$ cat src/rtl/uart_receiver.sv
// 8N1 serial receiver with input synchronizer and a one-entry holding register.
// data_valid/data_ack: a byte is taken on any clk edge where both are high; data_out holds while data_valid=1.
module uart_receiver #(
   parameter int CLKS_PER_BIT = 1,
   parameter int SYNC_STAGES  = 2
) (
   input  logic       clk,
   input  logic       reset,
   input  logic       uart_rx,
   input  logic       data_ack,
   output logic [7:0] data_out,
   output logic       data_valid,
   output logic       framing_error,
   output logic       overrun
);

   localparam logic [15:0] MID  = 16'(CLKS_PER_BIT / 2);
   localparam logic [15:0] LAST = 16'(CLKS_PER_BIT - 1);
   localparam logic [1:0]  FILL = 2'(SYNC_STAGES);

   typedef enum logic [1:0] {IDLE, START, DATA, STOP} state_t;

   state_t                 state;
   logic [SYNC_STAGES-1:0] sync;
   logic                   rx_s;
   logic [1:0]             fill;
   logic                   armed;
   logic [15:0]            cnt;
   logic [2:0]             bit_cnt;
   logic [7:0]             shift;

   assign rx_s = sync[SYNC_STAGES-1];

   always_ff @(posedge clk) begin
      if (reset) begin
         sync <= '1;
      end else begin
         sync[0] <= uart_rx;
         for (int i = 1; i < SYNC_STAGES; i++) sync[i] <= sync[i-1];
      end
   end

   always_ff @(posedge clk) begin
      if (reset) begin
         state         <= IDLE;
         armed         <= 1'b0;
         fill          <= 2'd0;
         cnt           <= 16'd0;
         bit_cnt       <= 3'd0;
         shift         <= 8'd0;
         data_out      <= 8'd0;
         data_valid    <= 1'b0;
         framing_error <= 1'b0;
         overrun       <= 1'b0;
      end else begin
         framing_error <= 1'b0;
         overrun       <= 1'b0;
         // The synchronizer's reset ones are not line samples; never arm on them.
         if (fill != FILL) fill <= fill + 2'd1;
         if (data_ack && data_valid) data_valid <= 1'b0;
         case (state)
            IDLE: begin
               if (rx_s && fill == FILL) armed <= 1'b1;
               if (armed && !rx_s) begin
                  bit_cnt <= 3'd0;
                  if (MID == 16'd0) begin
                     state <= DATA;
                     cnt   <= 16'd0;
                  end else begin
                     state <= START;
                     cnt   <= 16'd1;
                  end
               end
            end
            START: begin
               if (cnt == MID && rx_s) begin
                  state <= IDLE;
                  cnt   <= 16'd0;
               end else if (cnt == LAST) begin
                  state <= DATA;
                  cnt   <= 16'd0;
               end else begin
                  cnt <= cnt + 16'd1;
               end
            end
            DATA: begin
               if (cnt == MID) shift <= {rx_s, shift[7:1]};
               if (cnt == LAST) begin
                  cnt     <= 16'd0;
                  bit_cnt <= bit_cnt + 3'd1;
                  if (bit_cnt == 3'd7) state <= STOP;
               end else begin
                  cnt <= cnt + 16'd1;
               end
            end
            STOP: begin
               if (cnt == MID) begin
                  state <= IDLE;
                  cnt   <= 16'd0;
                  if (!rx_s) begin
                     framing_error <= 1'b1;
                     armed         <= 1'b0;
                  end else if (!data_valid || data_ack) begin
                     data_out   <= shift;
                     data_valid <= 1'b1;
                  end else begin
                     overrun <= 1'b1;
                  end
               end else begin
                  cnt <= cnt + 16'd1;
               end
            end
            default: state <= IDLE;
         endcase
      end
   end

endmodule

$ cat config.mk
export PLATFORM = sky130hd
export DESIGN_NAME = uart_receiver
export DESIGN_NICKNAME = d
export VERILOG_FILES = /design/src/rtl/uart_receiver.sv
export SDC_FILE = /design/constraint.sdc
export NUM_CORES = 1
export LEC_CHECK = 0
export CAP_MARGIN = 25
export CELL_PAD_IN_SITES_DETAIL_PLACEMENT = 2
export CELL_PAD_IN_SITES_GLOBAL_PLACEMENT = 2
export CORE_MARGIN = 2
export CORE_UTILIZATION = 25
export CTS_CLUSTER_SIZE = 24
export DETAILED_ROUTE_END_ITERATION = 16
export HOLD_SLACK_MARGIN = 0.08
export PLACE_DENSITY_LB_ADDON = 0.1
export SLEW_MARGIN = 25
export SYNTH_ARGS = -nofsm -noshare
export SYNTH_HDL_FRONTEND = slang
export SYNTH_SLANG_ARGS = --single-unit
$ cat constraint.sdc
create_clock -name clk -period 1.7 [get_ports clk]
set_clock_uncertainty 0.1 [all_clocks]
set_input_delay 0.34 -clock clk [delete_from_list [all_inputs] [get_ports clk]]
set_output_delay 0.34 -clock clk [all_outputs]
set_load 0.02 [all_outputs]
Word-level counts from Yosys, hierarchy flattened
Index checks and enable logic that the tools add are counted.
Cells by class
  $add $sub $neg: 3
  equality and inequality tests: 13
  muxes and demuxes: 25
  bitwise operators: 3
  reductions and logical operators: 19
Operators with widths (count)
  16-bit 2-to-1 mux: 3
  16-bit case mux with 3 select lines: 1
  16-bit by 1-bit adder with 16-bit output, second input constant: 1
  16-bit logical NOT: 1
  2-bit inequality test, second input constant: 7
  2-bit 2-to-1 mux: 6
  1-bit 2-to-1 mux: 10
  2-bit case mux with 4 select lines: 1
  4-bit AND reduction: 2
  2-bit == test, second input constant: 3
  3-bit 2-to-1 mux: 2
  3-bit case mux with 2 select lines: 1
  5-bit AND reduction: 1
  1-bit logical AND: 4
  2-bit nonzero test: 2
  4-bit OR reduction: 1
  3-bit by 1-bit adder with 3-bit output, second input constant: 1
  3-bit == test, second input constant: 1
  3-bit inequality test, second input constant: 1
  1-bit inverter: 3
  3-bit AND reduction: 1
  3-bit OR reduction: 1
  2-bit by 1-bit adder with 2-bit output, second input constant: 1
  2-bit by 1-bit == test with 1-bit output, second input constant: 1
  other kinds (6): 7
Word-level totals
  bits in registers: 45
  input bits: 4
  word-level logic and storage cells: 74

Logic depth before layout (Yosys ltp)
Gate-level depths: netlist of run 1.
  depth after elaboration: 6
  gate-level depth with buffers: 9
  mapped depth without buffers: 7

Worst setup path after synthesis of run 1
Ideal clock, no wire load.
  kind: register -> register
  from: register cnt[0]
  to: register cnt[10]
  arrival: 1.692 ns
  required time: 1.526 ns
  path slack: -0.166 ns
  stages on the path, launching flop included: 9
  path through: dfxtp_1 inv_1 ha_1 nor4b_2 and4_1 nor3_1 buf_4 a21bo_2 a31oi_1
Between the ends
  longest elaborated chain between the ends: 4
  elaborated cells on any way between the ends: 6
  those cells by class: add/sub (1); mux (3); reduce/logical (2)
Ends and longest elaborated chain
  start, declared: RTL line 28  | logic [15:0] cnt;
  start signal, assigned: RTL line 83  | cnt <= cnt + 16'd1;
  start signal, assigned: RTL line 93  | cnt <= cnt + 16'd1;
  start signal, assigned: RTL line 110  | cnt <= cnt + 16'd1;
  16-bit by 1-bit adder with 16-bit output or 16-bit logical NOT (tied branches)
  16-bit 2-to-1 mux or 1-bit logical AND (tied branches)
  16-bit 2-to-1 mux: RTL line 76  | if (cnt == MID && rx_s) begin
  16-bit case mux with 3 select lines (*): RTL line 61  | case (state)
Mark *: on every way between the ends. The rest lies on a longest branch, timed or not.
A chain may end at the register's enable or synchronous reset.

Worst setup path after layout of run 1
  from: register cnt[0]
  to: register data_out[3]
Between the ends
  longest elaborated chain between the ends: 2
Ends and longest elaborated chain
  16-bit logical NOT: RTL line 97  | if (cnt == MID) begin
  4-bit AND reduction (no source line)
  end signal, assigned: RTL line 104  | data_out <= shift;
  end, declared: RTL line 11  | output logic [7:0] data_out,
Every way passes these cells.

==> insert_results.sql, run 1 <==
INSERT INTO impl_metrics (metric_group, metric, value, unit) VALUES
('routing', 'routed_wirelength', '5.91', 'mm'),
('cts', 'clock_path_buffers', '2', ''),
('hold_path', 'hold-path-endpoint', 'sync[1]$_SDFF_PP1_', ''),
('setup_path', 'worstPathMaxFanout', '8', ''),
('setup_path', 'cells_along_the_critical_path', 'inv_2 -> ha_4 -> nor4b_4 -> and4_4 -> and3_4 -> mux2i_1 -> nor2_1', ''),
('global_route', 'maximum_number_of_pins_on_one_net_before_global_route_repair', '17', ''),
('setup_path', 'crit_path_top_delay_cell', 'dfxtp_4', ''),
('timing', 'final-setup-viol-count', '27', ''),
('setup_path', 'critPathArrivalTime', '1.89', 'ns'),
('place', 'port_buffers', '14', ''),
('cts', 'clock_tree.htree_level_count', '2', ''),
('yosys', 'synth_edf_count', '0', ''),
('global_route', 'number_of_antenna_violations_at_the_first_check_in_global_routing', '0', ''),
('yosys', 'synth_seq_area_share', '44.6', '%'),
('power', 'static-leakage-power', '1.11', 'nW'),
('hold_path', 'holdCritPathClass', 'flop to flop', ''),
('setup_path', 'criticalPathCategory', 'flop to flop', ''),
('yosys', 'synth_area_per_cell', '8.53', 'sq um'),
('timing', 'final_hold_violation_count', '0', ''),
('yosys', 'synthDominantAreaCellType', 'dfxtp_1', ''),
('die', 'ioPinCount', '15', ''),
('setup_path', 'crit_path_max_incr_delay', '0.36', 'ns'),
('routing', 'drt_pass1_iterations', '4', ''),
('timing', 'tightestPinTransition', '0.381', 'ns'),
('yosys', 'post_synth_main_area_contributors', 'dfxtp_1 (45%), a21oi_1 (6.2%), nand2_1 (5.0%)', ''),
('yosys', 'mappedNetlistArea', '0.00202', 'sq mm'),
('global_route', 'grt.overflow.total', '0', ''),
('yosys', 'synth.yosys.warnings', '0', ''),
('timing', 'timing.final.ws_setup', '-0.0756', 'ns'),
('power', 'p_total', '0.00217', 'W'),
('flow_run', 'cap_viol_max_count', '0', ''),
('layout', 'drive_above_1_share', '28.7', '%'),
('cts', 'clk_pin_slew', '0.10', 'ns'),
('setup_path', 'crit-reg2reg-launch', 'cnt[0]$_SDFFE_PP0P_', ''),
('setup_path', 'worstReg2RegEnd', 'data_out[3]$_SDFFE_PP0P_', ''),
('place', 'dp_hpwl', '4.33', 'mm'),
('layout', 'final_area', '0.00276', 'sq mm'),
('place', 'place_area', '0.00253', 'sq mm'),
('setup_path', 'reg2regPathDepth', '7', ''),
('setup_path', 'worstSetupEndpointType', 'flop', ''),
('yosys', 'yosys.cell_types.count', '42', ''),
('layout', 'final.fill_count', '891', ''),
('power', 'power.density', '787', 'mW/mm^2'),
('cts', 'clock_tree_from_tritoncts', 'yes', ''),
('layout', 'areaGrowthSynthToFinish', '36.4', '%'),
('timing', 'relSlewSlack', '74.4', '%'),
('die', 'die_width', '93.9', 'um'),
('power', 'worst_ir_drop_vdd', '0.251', 'mV'),
('setup_path', 'reg2reg_setup_slack', '-0.08', 'ns'),
('cts', 'cts_inserted_buffers', '5', ''),
('routing', 'drc', '0', ''),
('hold_path', 'hold_path.startpoint', 'sync[0]$_SDFF_PP1_', ''),
('setup_path', 'worst-endpoint-required', '1.82', 'ns'),
('timing', 'min_period', '1.78', 'ns'),
('hold_path', 'hold_depth', '1', ''),
('routing', 'detail_route.iter0.violations', '38', ''),
('cts', 'worst_skew_pair_latency', '0.31', 'ns'),
('layout', 'number_of_antenna_cells_inserted', '0', ''),
('timing', 'achievable-frequency', '563', 'MHz'),
('routing', 'via_count', '1865', ''),
('die', 'dieHeight', '93.9', 'um'),
('die', 'die_outline_area', '0.00882', 'sq mm'),
('die', 'rows', '32', ''),
('global_route', 'global_route_wire_length_before_repair', '10.0', 'mm'),
('cts', 'tritoncts_num_sinks', '45', ''),
('outcome', 'outcome', 'finished with violations', ''),
('yosys', 'postSynthCellCount', '237', ''),
('timing', 'finalMaxSlewViolations', '0', ''),
('outcome', 'failing_checks', 'negative setup slack', ''),
('routing', 'post_drt_wl_per_cell', '15.1', 'um'),
('cts', 'cts.root.buffer_cell', 'clkbuf_8', '');
[layer usage]
metal | global-route usage, % | vias up | part of all wire [%]
met5 | 0 | - | 0
met4 | 5.43 | 0 | 1.5
met3 | 2.17 | 7 | 1.7
met2 | 22.5 | 14 | 46
met1 | 20.5 | 912 | 51
li1 | - | 932 | -
[area by class of cell]
type                            instances  area (sq um)  area share (%)
Clock buffer                            5          68.8            2.50
Clock inverter                          3          25.0           0.907
Inverter                               10          37.5            1.36
Multi-Input combinational cell        167          1080            39.2
Sequential cell                        45           916            33.2
Tap cell                              102           128            4.63
Timing Repair Buffer                   59           503            18.2
[registers in the layout, summed over array words and instances (netlist names)]
register,flops
cnt,16
data_out,8
shift,8
bit_cnt,3
fill,2
state,2
sync,2
armed,1
data_valid,1
framing_error,1
overrun,1
[worst max path at each step]
stage,end,slack [ns]
floorplan,data_out[1]$_SDFFE_PP0P_,-0.1
global route,data_out[1]$_SDFFE_PP0P_,-0.20
CTS,data_out[3]$_SDFFE_PP0P_,-0.13
finish,data_out[3]$_SDFFE_PP0P_,-0.08
detailed placement,data_out[3]$_SDFFE_PP0P_,-0.26
global placement,data_out[0]$_SDFFE_PP0P_,-0.22
[report_power, final]
part | total, W | leakage (nW) | switching [W] | internal [W]
combinational | 0.000307 | 0.697 | 0.000158 | 0.000149
clock | 0.000735 | 0.0452 | 0.000435 | 0.000301
sequential | 0.00113 | 0.368 | 0.0000346 | 0.00109
total | 0.00217 | 1.11 | 0.000627 | 0.00154
[layout by cell type (no fill, tap or decap), types with 6 or more instances in the layout]
master / instances
mux2i_1: 10
nor2_1: 23
dfxtp_1: 39
inv_1: 8
nand2_1: 26
a21oi_1: 23
nand3_1: 14
buf_4: 39
dlygate4sd2_1: 9
a31oi_1: 6
[synth_stat cells (3+ instances only)]
cell type  number
nand4_1         5
dfxtp_1        45
buf_2           3
and4_1          3
inv_1          10
nand3_1        16
clkbuf_1        5
ha_1            5
a31oi_1         6
o21ai_0         3
nor4_1          4
nand2_1        27
nor3_1          7
nand2b_1        5
nor2_1         23
mux2i_1        10
a21oi_1        25
[cells by family after synthesis]
group	Yosys count	share of synthesized area (%)
AO/OA/AOI/OAI	46	13.3
XOR/XNOR	2	0.866
adder cells (fa/ha/maj)	5	3.09
buffers and inverters	25	6.75
flip-flops	45	44.6
multiplexers	10	4.95
AND/OR/NAND/NOR	104	26.5
[what timing repair did]
action / in CTS / in global routing
gates cloned: 1 / 0
pin swaps: 5 / 1
setup endpoints to repair: 47 / 39
setup buffers: 4 / 1
hold buffers: 0 / 0
resized for setup: 31 / 6
[through the flow]
| stage | utilization (%) | hold slack (ns) | instances | setup slack, ns | setup TNS, ns |
|---|---|---|---|---|---|
| after floorplan | - | 0.289 | 237 | -0.0950 | -0.760 |
| after global placement | 32.5 | 0.319 | 377 | -0.219 | -4.77 |
| after CTS | 35.1 | 0.364 | 390 | -0.126 | -1.69 |
| final | 35.5 | 0.347 | 391 | -0.0756 | -1.25 |
| after detailed placement | 32.5 | 0.318 | 377 | -0.260 | -5.52 |
| after global routing | 35.5 | 0.388 | 391 | -0.202 | -5.37 |
[worst max-delay path, delay by kind of cell (launching register included)]
family                   cells  cell delay [ns]
buffers and inverters        1             0.06
adder cells (fa/ha/maj)      1             0.11
AND/OR/NAND/NOR              4             0.84
multiplexers                 1             0.22
flip-flops                   1             0.36
No activity file was read; power rests on OpenSTA's default activity.
==> run 2, diff against run 1 <==
==> constraint.sdc (replaced) <==
create_clock -name clk -period 2 [get_ports clk]
set_clock_uncertainty 0.1 [all_clocks]
set_input_delay 0.4 -clock clk [delete_from_list [all_inputs] [get_ports clk]]
set_output_delay 0.4 -clock clk [all_outputs]
set_load 0.01 [all_outputs]
==> run 2 against run 1 <==
The run now ends clean. Total power shrank 10%. Setup slack gained 0.19 ns. Sequential power shrank 15%. Critical path depth shrank 1. Die area is the same. Combinational power shrank 21%. Design area shrank 7.0%. Maximum frequency shrank 5.6%. Register-to-register slack gained 0.19 ns. Critical path type unchanged. Largest power group unchanged.
==> insert_results.sql, run 2 (synthesis results as in run 1) <==
INSERT INTO impl_metrics (metric_group, metric, value, unit) VALUES
('global_route', 'maximum_number_of_pins_on_one_net_before_global_route_repair', '21', ''),
('setup_path', 'crit_path_start_kind', 'flop', ''),
('layout', 'number_of_antenna_cells_inserted', '0', ''),
('layout', 'final.fill_count', '913', ''),
('layout', 'final_common_cell', 'dfxtp_1', ''),
('setup_path', 'critical_path_depth', '6', ''),
('power', 'worst_ir_drop_vdd', '0.285', 'mV'),
('cts', 'cts.root.buffer_cell', 'clkbuf_8', ''),
('place', 'post-place-cells', '366', ''),
('setup_path', 'reg2regPathDepth', '6', ''),
('layout', 'drive_above_1_share', '18.4', '%'),
('setup_path', 'worst_path_dominant_cell_family', 'simple AND/OR/NAND/NOR gates', ''),
('layout', 'final_area', '0.00256', 'sq mm'),
('place', 'dp_hpwl', '4.26', 'mm'),
('die', 'dieHeight', '93.9', 'um'),
('layout', 'largest_registers', 'cnt: 16 flops, data_out: 8 flops, shift: 8 flops', ''),
('setup_path', 'worstPathMaxFanout', '8', ''),
('timing', 'tightestPinTransition', '0.422', 'ns'),
('layout', 'largest_register', 'cnt', ''),
('layout', 'finish.cell_count_without_fillers', '374', ''),
('setup_path', 'criticalPathCategory', 'flop to flop', ''),
('routing', 'drc', '0', ''),
('layout', 'mostFrequentLayoutCells', 'dfxtp_1 (43), nand2_1 (27), buf_4 (27), a21oi_1 (25), nor2_1 (23)', ''),
('timing', 'final_hold_violation_count', '0', ''),
('timing', 'layout_worst_path_cycle_share', '94.1', '%'),
('global_route', 'grt.overflow.total', '0', ''),
('die', 'die_outline_area', '0.00882', 'sq mm'),
('cts', 'cts_inserted_buffers', '5', ''),
('power', 'static-leakage-power', '0.926', 'nW'),
('routing', 'routed_wirelength', '5.71', 'mm'),
('layout', 'ff_latch_area', '903', 'sq um'),
('cts', 'clock_path_buffers', '2', ''),
('place', 'place_area', '0.00241', 'sq mm'),
('setup_path', 'critPathArrivalTime', '1.98', 'ns'),
('place', 'port_buffers', '14', ''),
('die', 'core', '0.00777', 'sq mm'),
('setup_path', 'worstSetupEndpointType', 'flop', ''),
('hold_path', 'holdCritPathClass', 'flop to flop', ''),
('routing', 'via_count', '1803', ''),
('routing', 'vias_per_cell', '4.82', ''),
('layout', 'finalCoreUtilization', '33.0', '%'),
('timing', 'finalMaxSlewViolations', '0', ''),
('hold_path', 'hold_depth', '1', ''),
('timing', 'final-setup-viol-count', '0', ''),
('die', 'die_width', '93.9', 'um'),
('die', 'effective_utilization_at_floorplan', '26.0', '%'),
('setup_path', 'worst-endpoint-required', '2.10', 'ns'),
('setup_path', 'cells_along_the_critical_path', 'nor4_4 -> and4_4 -> buf_6 -> and3_4 -> mux2i_1 -> nor2_1', ''),
('timing', 'relSlewSlack', '71.7', '%'),
('layout', 'multi_input_comb_area', '0.00102', 'sq mm'),
('layout', 'final_nets', '280', ''),
('routing', 'detail_route.iter0.violations', '52', ''),
('cts', 'clock_tree.htree_level_count', '2', ''),
('global_route', 'number_of_antenna_violations_at_the_first_check_in_global_routing', '0', ''),
('timing', 'timing.final.ws_setup', '0.119', 'ns'),
('global_route', 'global_route_wire_length_before_repair', '9.64', 'mm'),
('cts', 'clock_tree_from_tritoncts', 'yes', ''),
('layout', 'areaGrowthSynthToFinish', '26.9', '%'),
('setup_path', 'worst-path-buf-inv', '1', ''),
('cts', 'worst_skew_pair_latency', '0.30', 'ns'),
('cts', 'clk_pin_slew', '0.09', 'ns'),
('timing', 'min_period', '1.88', 'ns'),
('routing', 'drt_pass1_iterations', '4', ''),
('setup_path', 'crit_path_top_delay_cell', 'dfxtp_1', ''),
('cts', 'cts_hold_buffers', '0', ''),
('outcome', 'outcome', 'finished clean', ''),
('power', 'power.density', '759', 'mW/mm^2'),
('routing', 'final_antenna_net_count', '0', ''),
('global_route', 'grt_util_all_layers', '14.2', '%'),
('cts', 'tritoncts_num_sinks', '45', ''),
('timing', 'setup_tns', '0', 'ns'),
('global_route', 'grt_pass1_vias', '1863', ''),
('place', 'post_place_setup_slack', '-0.00540', 'ns'),
('place', 'place.gp.congestion', '0.697', ''),
('layout', 'flip_flop_count_of_the_largest_register_all_copies_and_words_added', '16', ''),
('flow_run', 'cap_viol_max_count', '0', ''),
('setup_path', 'crit_path_max_incr_delay', '0.36', 'ns'),
('routing', 'post_drt_wl_per_cell', '15.3', 'um'),
('timing', 'achievable-frequency', '532', 'MHz'),
('setup_path', 'reg2reg_setup_slack', '0.12', 'ns'),
('die', 'ioPinCount', '15', ''),
('die', 'rows', '32', '');
[run 2: changes by cell type in the layout (fill, tap and decap cells not counted), moves of 2 or more]
cell / previous run / this run
nand3_2: 2 / 0
buf_6: 4 / 1
inv_6: 2 / 0
buf_4: 39 / 27
nor3_1: 4 / 6
clkdlybuf4s50_1: 3 / 14
dlygate4sd2_1: 9 / 0
dfxtp_1: 39 / 43
a21oi_1: 23 / 25
a21oi_2: 2 / 0
nand3_1: 14 / 16
dlymetal6s2s_1: 2 / 0
dfxtp_4: 3 / 0
[run 2: metal layers]
metal	vias up	global-route usage, %	wire [um]
met5	-	0	0
met2	15	20.8	2550
met1	893	20.8	3000
met3	2	3.45	140
li1	893	-	-
met4	0	3.26	29
[run 2: timing repair]
action                     in CTS  in global routing
pin swaps                       0                  2
setup buffers                   0                  0
cloned                          0                  0
setup endpoints to repair       8                 25
resized for setup               1                 10
[run 2: where the power goes]
part,switching (W),internal (W),total [W]
logic,0.000130,0.000111,0.000241
registers,0.0000320,0.000933,0.000965
clock network,0.000333,0.000407,0.000740
total,0.000496,0.00145,0.00195
[run 2: worst paths after layout]
kind | startpoint | to
setup / recovery | cnt[8]$_SDFFE_PP0P_ | data_out[1]$_SDFFE_PP0P_
hold / removal | sync[0]$_SDFF_PP1_ | sync[1]$_SDFF_PP1_
setup reg to reg | cnt[8]$_SDFFE_PP0P_ | data_out[1]$_SDFFE_PP0P_
hold reg to reg | sync[0]$_SDFF_PP1_ | sync[1]$_SDFF_PP1_
[run 2: layout make-up]
| type | count | share of cell area [%] |
|---|---|---|
| Multi-Input combinational cell | 167 | 39.9 |
| Tap cell | 102 | 4.98 |
| Clock inverter | 2 | 1.46 |
| Inverter | 10 | 1.46 |
| Clock buffer | 6 | 3.22 |
| Sequential cell | 45 | 35.2 |
| Timing Repair Buffer | 42 | 13.8 |
[run 2: through the flow]
| step | hold slack [ns] | power [W] |
|---|---|---|
| 6_report | 0.325 | 0.00195 |
| 5_1_grt | 0.347 | 0.00208 |
| 4_1_cts | 0.329 | 0.00199 |
| 3_5_place_dp | 0.304 | 0.00122 |
| 3_3_place_gp | 0.297 | 0.00122 |
| 2_1_floorplan | 0.289 | 0.00114 |
